$ cat src/rtl/axis_frame_arbiter.sv
// Frame-level AXI-Stream arbiter: merges S_COUNT inputs into one stream, never splitting a frame.
// Define AXIS_ARB_ROUND_ROBIN_EN for round-robin arbitration; default build is fixed priority (lowest index wins).
module axis_frame_arbiter #(
  parameter int S_COUNT    = 4,
  parameter int DATA_WIDTH = 8,
  parameter int USER_WIDTH = 1,
  parameter int ID_WIDTH   = $clog2(S_COUNT)
) (
  input  logic                          clk,
  input  logic                          rst,
  input  logic [S_COUNT*DATA_WIDTH-1:0] s_axis_tdata,
  input  logic [S_COUNT-1:0]            s_axis_tvalid,
  output logic [S_COUNT-1:0]            s_axis_tready,
  input  logic [S_COUNT-1:0]            s_axis_tlast,
  input  logic [S_COUNT*USER_WIDTH-1:0] s_axis_tuser,
  output logic [DATA_WIDTH-1:0]         m_axis_tdata,
  output logic                          m_axis_tvalid,
  input  logic                          m_axis_tready,
  output logic                          m_axis_tlast,
  output logic [USER_WIDTH-1:0]         m_axis_tuser,
  output logic [ID_WIDTH-1:0]           m_axis_tid,
  output logic                          grant_valid,
  output logic [ID_WIDTH-1:0]           grant_index
);

  localparam logic [0:0] IDLE   = 1'b0;
  localparam logic [0:0] ACTIVE = 1'b1;

  logic [0:0]            state_r;
  logic                  grant_valid_r;
  logic [ID_WIDTH-1:0]   grant_index_r;

  logic [S_COUNT-1:0]    search_s;
  logic [ID_WIDTH-1:0]   offset_s;
  logic                  found_s;
  logic [ID_WIDTH-1:0]   winner_s;
  logic                  any_req_s;

  logic [S_COUNT-1:0]    tready_s;
  logic [DATA_WIDTH-1:0] in_data_s;
  logic [USER_WIDTH-1:0] in_user_s;
  logic                  in_valid_s;
  logic                  in_last_s;
  logic                  in_ready_s;
  logic                  in_fire_s;
  logic                  sel_s;

  logic                  out_valid_r;
  logic [DATA_WIDTH-1:0] out_data_r;
  logic [USER_WIDTH-1:0] out_user_r;
  logic                  out_last_r;
  logic [ID_WIDTH-1:0]   out_id_r;
  logic                  skid_valid_r;
  logic [DATA_WIDTH-1:0] skid_data_r;
  logic [USER_WIDTH-1:0] skid_user_r;
  logic                  skid_last_r;
  logic [ID_WIDTH-1:0]   skid_id_r;

  assign any_req_s = |s_axis_tvalid;

`ifdef AXIS_ARB_ROUND_ROBIN_EN
  logic [ID_WIDTH-1:0]  rr_ptr_r;
  logic [2*S_COUNT-1:0] req_dbl_s;
  logic [ID_WIDTH:0]    rr_sum_s;

  // Rotate requests so the search starts at the pointer, then map the offset back to a port index.
  assign req_dbl_s = {s_axis_tvalid, s_axis_tvalid} >> rr_ptr_r;
  assign search_s  = req_dbl_s[S_COUNT-1:0];
  assign rr_sum_s  = {1'b0, rr_ptr_r} + {1'b0, offset_s};
  assign winner_s  = (rr_sum_s >= (ID_WIDTH+1)'(S_COUNT)) ?
                     ID_WIDTH'(rr_sum_s - (ID_WIDTH+1)'(S_COUNT)) : rr_sum_s[ID_WIDTH-1:0];

  // Pointer sits one past the most recent grant.
  always_ff @(posedge clk or posedge rst) begin
    if (rst) begin
      rr_ptr_r <= '0;
    end else if (state_r == IDLE && any_req_s) begin
      rr_ptr_r <= (winner_s == ID_WIDTH'(S_COUNT - 1)) ? '0 : winner_s + ID_WIDTH'(1);
    end
  end
`else
  assign search_s = s_axis_tvalid;
  assign winner_s = offset_s;
`endif

  // Lowest set bit of the search vector.
  always_comb begin
    offset_s = '0;
    found_s  = 1'b0;
    for (int j = 0; j < S_COUNT; j++) begin
      offset_s = offset_s | (ID_WIDTH'(j) & {ID_WIDTH{search_s[j] & ~found_s}});
      found_s  = found_s | search_s[j];
    end
  end

  assign in_ready_s = (state_r == ACTIVE) & ~skid_valid_r;

  // Mux the granted port and steer ready to it alone.
  always_comb begin
    in_data_s  = '0;
    in_user_s  = '0;
    in_valid_s = 1'b0;
    in_last_s  = 1'b0;
    tready_s   = '0;
    sel_s      = 1'b0;
    for (int i = 0; i < S_COUNT; i++) begin
      sel_s       = (grant_index_r == ID_WIDTH'(i));
      in_data_s   = in_data_s | (s_axis_tdata[i*DATA_WIDTH +: DATA_WIDTH] & {DATA_WIDTH{sel_s}});
      in_user_s   = in_user_s | (s_axis_tuser[i*USER_WIDTH +: USER_WIDTH] & {USER_WIDTH{sel_s}});
      in_valid_s  = in_valid_s | (s_axis_tvalid[i] & sel_s);
      in_last_s   = in_last_s | (s_axis_tlast[i] & sel_s);
      tready_s[i] = sel_s & in_ready_s;
    end
  end

  assign in_fire_s = in_ready_s & in_valid_s;

  // Grant is taken in IDLE and released only by an accepted tlast beat.
  always_ff @(posedge clk or posedge rst) begin
    if (rst) begin
      state_r       <= IDLE;
      grant_valid_r <= 1'b0;
      grant_index_r <= '0;
    end else begin
      case (state_r)
        IDLE: begin
          if (any_req_s) begin
            state_r       <= ACTIVE;
            grant_valid_r <= 1'b1;
            grant_index_r <= winner_s;
          end
        end
        ACTIVE: begin
          if (in_fire_s && in_last_s) begin
            state_r       <= IDLE;
            grant_valid_r <= 1'b0;
          end
        end
        default: begin
          state_r       <= IDLE;
          grant_valid_r <= 1'b0;
        end
      endcase
    end
  end

  // Output register with one skid entry; the skid catches the beat accepted while the output stalls.
  always_ff @(posedge clk or posedge rst) begin
    if (rst) begin
      out_valid_r  <= 1'b0;
      out_data_r   <= '0;
      out_user_r   <= '0;
      out_last_r   <= 1'b0;
      out_id_r     <= '0;
      skid_valid_r <= 1'b0;
      skid_data_r  <= '0;
      skid_user_r  <= '0;
      skid_last_r  <= 1'b0;
      skid_id_r    <= '0;
    end else if (!out_valid_r || m_axis_tready) begin
      if (skid_valid_r) begin
        out_valid_r  <= 1'b1;
        out_data_r   <= skid_data_r;
        out_user_r   <= skid_user_r;
        out_last_r   <= skid_last_r;
        out_id_r     <= skid_id_r;
        skid_valid_r <= 1'b0;
      end else begin
        out_valid_r <= in_fire_s;
        if (in_fire_s) begin
          out_data_r <= in_data_s;
          out_user_r <= in_user_s;
          out_last_r <= in_last_s;
          out_id_r   <= grant_index_r;
        end
      end
    end else if (in_fire_s) begin
      skid_valid_r <= 1'b1;
      skid_data_r  <= in_data_s;
      skid_user_r  <= in_user_s;
      skid_last_r  <= in_last_s;
      skid_id_r    <= grant_index_r;
    end
  end

  assign s_axis_tready = tready_s;
  assign m_axis_tvalid = out_valid_r;
  assign m_axis_tdata  = out_data_r;
  assign m_axis_tuser  = out_user_r;
  assign m_axis_tlast  = out_last_r;
  assign m_axis_tid    = out_id_r;
  assign grant_valid   = grant_valid_r;
  assign grant_index   = grant_index_r;

endmodule
$ cat config.mk
export PLATFORM = sky130hd
export DESIGN_NAME = axis_frame_arbiter
export DESIGN_NICKNAME = d
export VERILOG_FILES = /design/src/rtl/axis_frame_arbiter.sv
export SDC_FILE = /design/constraint.sdc
export NUM_CORES = 1
export LEC_CHECK = 0
export BUFFER_PORTS_ARGS = -buffer_cell sky130_fd_sc_hd__buf_2
export CAP_MARGIN = 40
export CORE_ASPECT_RATIO = 0.9
export CORE_MARGIN = 4
export CORE_UTILIZATION = 50
export CTS_BUF_LIST = sky130_fd_sc_hd__clkbuf_4
export DETAILED_ROUTE_END_ITERATION = 10
export HOLD_SLACK_MARGIN = 0.08
export PLACE_DENSITY_LB_ADDON = 0.3
export SYNTH_ARGS = -nofsm -noshare
export SYNTH_HDL_FRONTEND = slang
export SYNTH_SLANG_ARGS = --single-unit
$ cat constraint.sdc
create_clock -name clk -period 2.35 [get_ports clk]
set_clock_uncertainty 0.2 [all_clocks]
set_input_delay 0.1175 -clock clk [delete_from_list [all_inputs] [get_ports clk]]
set_output_delay 0.1175 -clock clk [all_outputs]
set_load 0.05 [all_outputs]
Yosys cells after proc, flatten, opt, wreduce, memory -nomap -nowiden --
Index checks and enable logic that the tools add are counted.
Cells by class: equal/unequal tests 5, multiplexer cells 17, bitwise operators 47, reduce and logical (&&, ||, !) cells 11
Operators by type and width (count):
- 8-bit AND | 4
- 8-bit OR | 3
- 1-bit AND | 21
- 8-bit 2-to-1 mux | 2
- 1-bit 2-to-1 mux | 11
- 1-bit OR | 11
- 2-bit AND reduction | 4
- 1-bit inverter | 6
- 2-bit equality test, second input constant | 2
- 2-bit 2-to-1 mux | 2
- 1-bit one-hot mux with 2 select lines | 2
- 2-bit nonzero test | 2
- 4-bit OR reduction | 1
- 2-bit by 1-bit equality test with 1-bit output, second input constant | 1
- 2-bit logical NOT | 1
- 2-bit by 1-bit != test with 1-bit output, second input constant | 1
- 2-bit != test, second input constant | 1
- 1-bit by 2-bit OR with 2-bit output | 1
- 2-bit OR | 1
- 1-bit logical AND | 1
- 1-bit logical NOT | 1
- 1-bit logical OR | 1
Word-level totals: register bits after elaboration 30, word-level logic and storage cells 93

Longest topological paths before layout --
depth after elaboration 9, depth in mapped cells 6, mapped depth without buffers 4

Worst setup path before layout --
OpenSTA, ideal clock, no wires.
path kind register to output, from reg grant_index_r[0], in the netlist grant_index[0], to out s_axis_tready[0], data arrival time 2.463 ns, required time 2.033 ns, setup slack -0.431 ns, cell stages (with the launch flop) 5, path buffers 2, cell sequence dfrtp_1 buf_2 or2_2 clkbuf_1 nor3b_1
Between the ends: word-level cells in the longest chain between the ends 2
Ends and longest elaborated chain:
- start, declared | line 31 | logic [ID_WIDTH-1:0] grant_index_r;
- start signal, assigned | line 130 | grant_index_r <= winner_s;
- 2-bit logical NOT | line 107 | sel_s = (grant_index_r == ID_WIDTH'(i));
- 1-bit AND | line 112 | tready_s[i] = sel_s & in_ready_s;
- end, declared | line 13 | output logic [S_COUNT-1:0] s_axis_tready,
Every way passes these cells.

Final worst setup path --
from reg grant_index_r[1], in the netlist grant_index[1], to reg skid_data_r[3]
Between the ends: word-level cells in the longest chain between the ends 7, elaborated cells between the ends (all ways) 20
Ends and longest elaborated chain:
- 2-bit by 1-bit equality test with 1-bit output / 2-bit logical NOT (equally long branches) | line 107
- 1-bit AND | line 110 | in_valid_s = in_valid_s | (s_axis_tvalid[i] & sel_s);
- 1-bit OR (3 in a row) | line 110
- 1-bit AND | line 116 | assign in_fire_s = in_ready_s & in_valid_s;
- 2-bit AND reduction (no line)
- end signal, assigned | line 179 | skid_data_r <= in_data_s;
- end, declared | line 54 | logic [DATA_WIDTH-1:0] skid_data_r;
Several ways; a longest one is shown, not always the timed one. A chain may end at the register's enable or synchronous reset.

==> run_results.csv <==
group,metric,value,unit
timing,setup_violations,0,
timing,final.min_clock_period,2230,ps
route,drt_iter0_drc,187,
final_layout,drive_gt1_share,39.5,%
floorplanning,initial_core_util,51.8,%
critical_path,crit_fanout,27,
synth,avgSynthCellArea,10.0,µm²
route,vias_per_cell,5.58,
worst_hold_path,hp-class,"input port to register",
route,wl_per_cell,15.9,µm
grt,grt_first_pass_wirelength,8.61,mm
critical_path,critPathTopFamily,"buffers and inverters",
run,cap_violations,0,
floorplanning,die_w,70.1,µm
synth,syn_area,1740,µm²
floorplanning,pin_count,67,
clock_tree,cts.clk_slew.worst_paths,90,ps
synth,synth-async-reset-ratio,100,%
route,ant_nets,0,
synth,synth_nets,220,
synth,synth.distinct_cells,29,
critical_path,worstReg2RegStart,"grant_index[1]",
final_layout,area_growth,46.2,%
floorplanning,die_area,4480,µm²
timing,tightest_slew,416,ps
timing,setup_tns,0,ps
timing,slew_headroom,72.2,%
clock_tree,cts_setup_buffers,0,
synth,synth_flop_cell,"dfrtp_1",
critical_path,reg2reg_slack,120,ps
critical_path,cp_common_cell,"o21ai_0",
floorplanning,rows,20,
critical_path,timing.critical_path.to_type,"register",
timing,period_share,95.0,%
pwr,ir_worst_vdd,1110,µV
critical_path,arrival,2230,ps
clock_tree,cts.sinks,30,
timing,max_freq,448,MHz
floorplanning,core_area,3350,µm²
grt,gr-total-overflow,0,
timing,slew_viol_final,0,
pwr,powerDensity,1420,nW/µm²
clock_tree,insertion_delay,310,ps
placed_design,gp_congestion,0.783,
critical_path,reg2regPathDepth,5,
synth,synth_seq_cells,30,
clock_tree,cts_buffers,5,
timing,hold_violations,0,
route,first_pass_iters,5,
synth,netlist_instances,173,
clock_tree,htree_levels,2,
placed_design,placed_cells,277,
placed_design,place_hpwl,3.07,mm
critical_path,worstSetupPathType,"register to register",
final_layout,final_cell_mix,"66 x buf_2, 36 x dlygate4sd3_1, 30 x o21ai_0, 30 x dfrtp_1, 19 x nand2_1",
clock_tree,cts_tree,"built",
critical_path,slowest_stage,"dlygate4sd3_1",
grt,grt_max_degree,31,
grt,grtUsageTotal,24.0,%
pwr,p_leak,1.21,nW
floorplanning,die_h,63.9,µm
final_layout,fin_area,2540,µm²
grt,antenna_found_initial,1,
clock_tree,cts.root.buffer_cell,"clkbuf_4",
grt,first_global_vias,1854,
critical_path,crit_chain,"buf_12 > mux2_2 > dlygate4sd3_1 > o21ai_0 > o21ai_0",
critical_path,crit_required,2350,ps
timing,rsz0062_at_grt,"no",
critical_path,worst-path-buf-inv,2,
final_layout,layout_commonest_cell,"buf_2",
placed_design,placed_cell_area,2110,µm²
critical_path,critPathMaxStageDelay,580,ps
critical_path,cp-startpoint,"grant_index[1]",
synth,ys_seq_area_share,43.2,%
synth,yosys_warnings,0,
critical_path,critical_path_depth,5,
critical_path,crit_end,"skid_data_r[3]",
final_layout,stdcell_count,321,
route,num_vias,1790,
route,routed_wl,5.10,mm
final_layout,nNetsFinal,323,
critical_path,cp-start-kind,"register",
outcome,outcome,"completed",
critical_path,reg2reg_to,"skid_data_r[3]",
route,drc_errors,0,
clock_tree,clockBufferDepth,2,
synth,synth-edff-count,0,
placed_design,port_buffers,66,
[how the worst min path moves through the flow]
stage	slack [ps]	startpoint	end	depth (start not counted)
CTS	80	s_axis_tdata[11]	skid_data_r[3]	5
global route	90	s_axis_tlast[2]	skid_last_r	3
detailed placement	10	rst	m_axis_tvalid	3
global placement	10	rst	m_axis_tvalid	3
floorplan	8	rst	grant_index[0]	1
finish	100	s_axis_tdata[14]	m_axis_tdata[6]	5
[final cells by class]
class,count,area (µm²)
sequential,30,751
clock buffer,7,52.6
timing repair buffer,110,763
multi-input combinational,127,907
antenna,1,2.50
tap,44,55.1
inverter,2,7.51
fill,228,815
[power by group]
| group | internal, mW | switching (mW) | total [mW] |
|---|---|---|---|
| Sequential | 0.770 | 0.163 | 0.932 |
| Combinational | 0.897 | 1.46 | 2.36 |
| Clock | 0.136 | 0.169 | 0.305 |
| Total | 1.80 | 1.79 | 3.59 |
[registers in the layout, indices dropped and copies added, names as in the netlist]
signal / count
m_axis_tid: 2
grant_valid: 1
m_axis_tuser: 1
skid_last_r: 1
grant_index: 2
m_axis_tvalid: 1
skid_valid_r: 1
m_axis_tlast: 1
state_r: 1
skid_id_r: 2
skid_user_r: 1
m_axis_tdata: 8
skid_data_r: 8
[synthesized netlist by cell type (3+ instances only)]
| cell | instances | area [µm²] |
|---|---|---|
| o22ai_1 | 9 | 56.3 |
| mux2_2 | 13 | 146 |
| o21ai_0 | 30 | 150 |
| nor2_1 | 4 | 15.0 |
| o31ai_2 | 6 | 75.1 |
| clkbuf_1 | 7 | 26.3 |
| mux2i_1 | 12 | 120 |
| nor2b_1 | 11 | 68.8 |
| dfrtp_1 | 30 | 751 |
| nand2_1 | 19 | 71.3 |
| o31ai_1 | 3 | 22.5 |
| o21ai_2 | 3 | 26.3 |
| buf_2 | 4 | 20.0 |
[worst min-delay path, cell delays in order]
cell     delay [ps]
buf_2            80
mux2i_1          60
nand2_1          80
o22ai_1          90
o31ai_2         160
[repair_timing]
action | 4_1_cts | 5_1_grt
resized for setup | 0 | 3
hold buffers | 36 | 0
endpoints found under the setup margin | 0 | 12
endpoints found under the hold margin | 40 | 0
[through the flow]
step / util [%] / total power, mW / hold slack, ps / worst slack (ps)
6_report: 75.7 / 3.59 / 98.4 / 118
5_1_grt: 75.7 / 3.84 / 92.7 / 13.9
3_3_place_gp: 62.9 / 3.04 / 11.3 / 440
4_1_cts: 75.3 / 3.52 / 84.6 / 84.8
2_1_floorplan: - / 2.63 / 8.31 / 55.9
3_5_place_dp: 62.9 / 3.07 / 10.1 / 406
[cell families (layout without fill, tap and decap cells)]
kind of cell,Yosys count,in the layout,synth area share (%)
AOI/OAI and AO/OA,57,57,21.5
and+or+nand+nor,43,43,12.5
DFF,30,30,43.2
muxes,27,27,17.9
buffers and inverters,16,119,4.83
other,0,1,0
[layer usage]
metal	global-route usage (%)	up-vias	part of all wire [%]
li1	-	832	-
met4	8.13	0	1.8
met3	6.29	9	7.6
met1	29.1	860	39
met5	0	-	0
met2	41.4	89	52
Power figures use the tool's default switching activity.
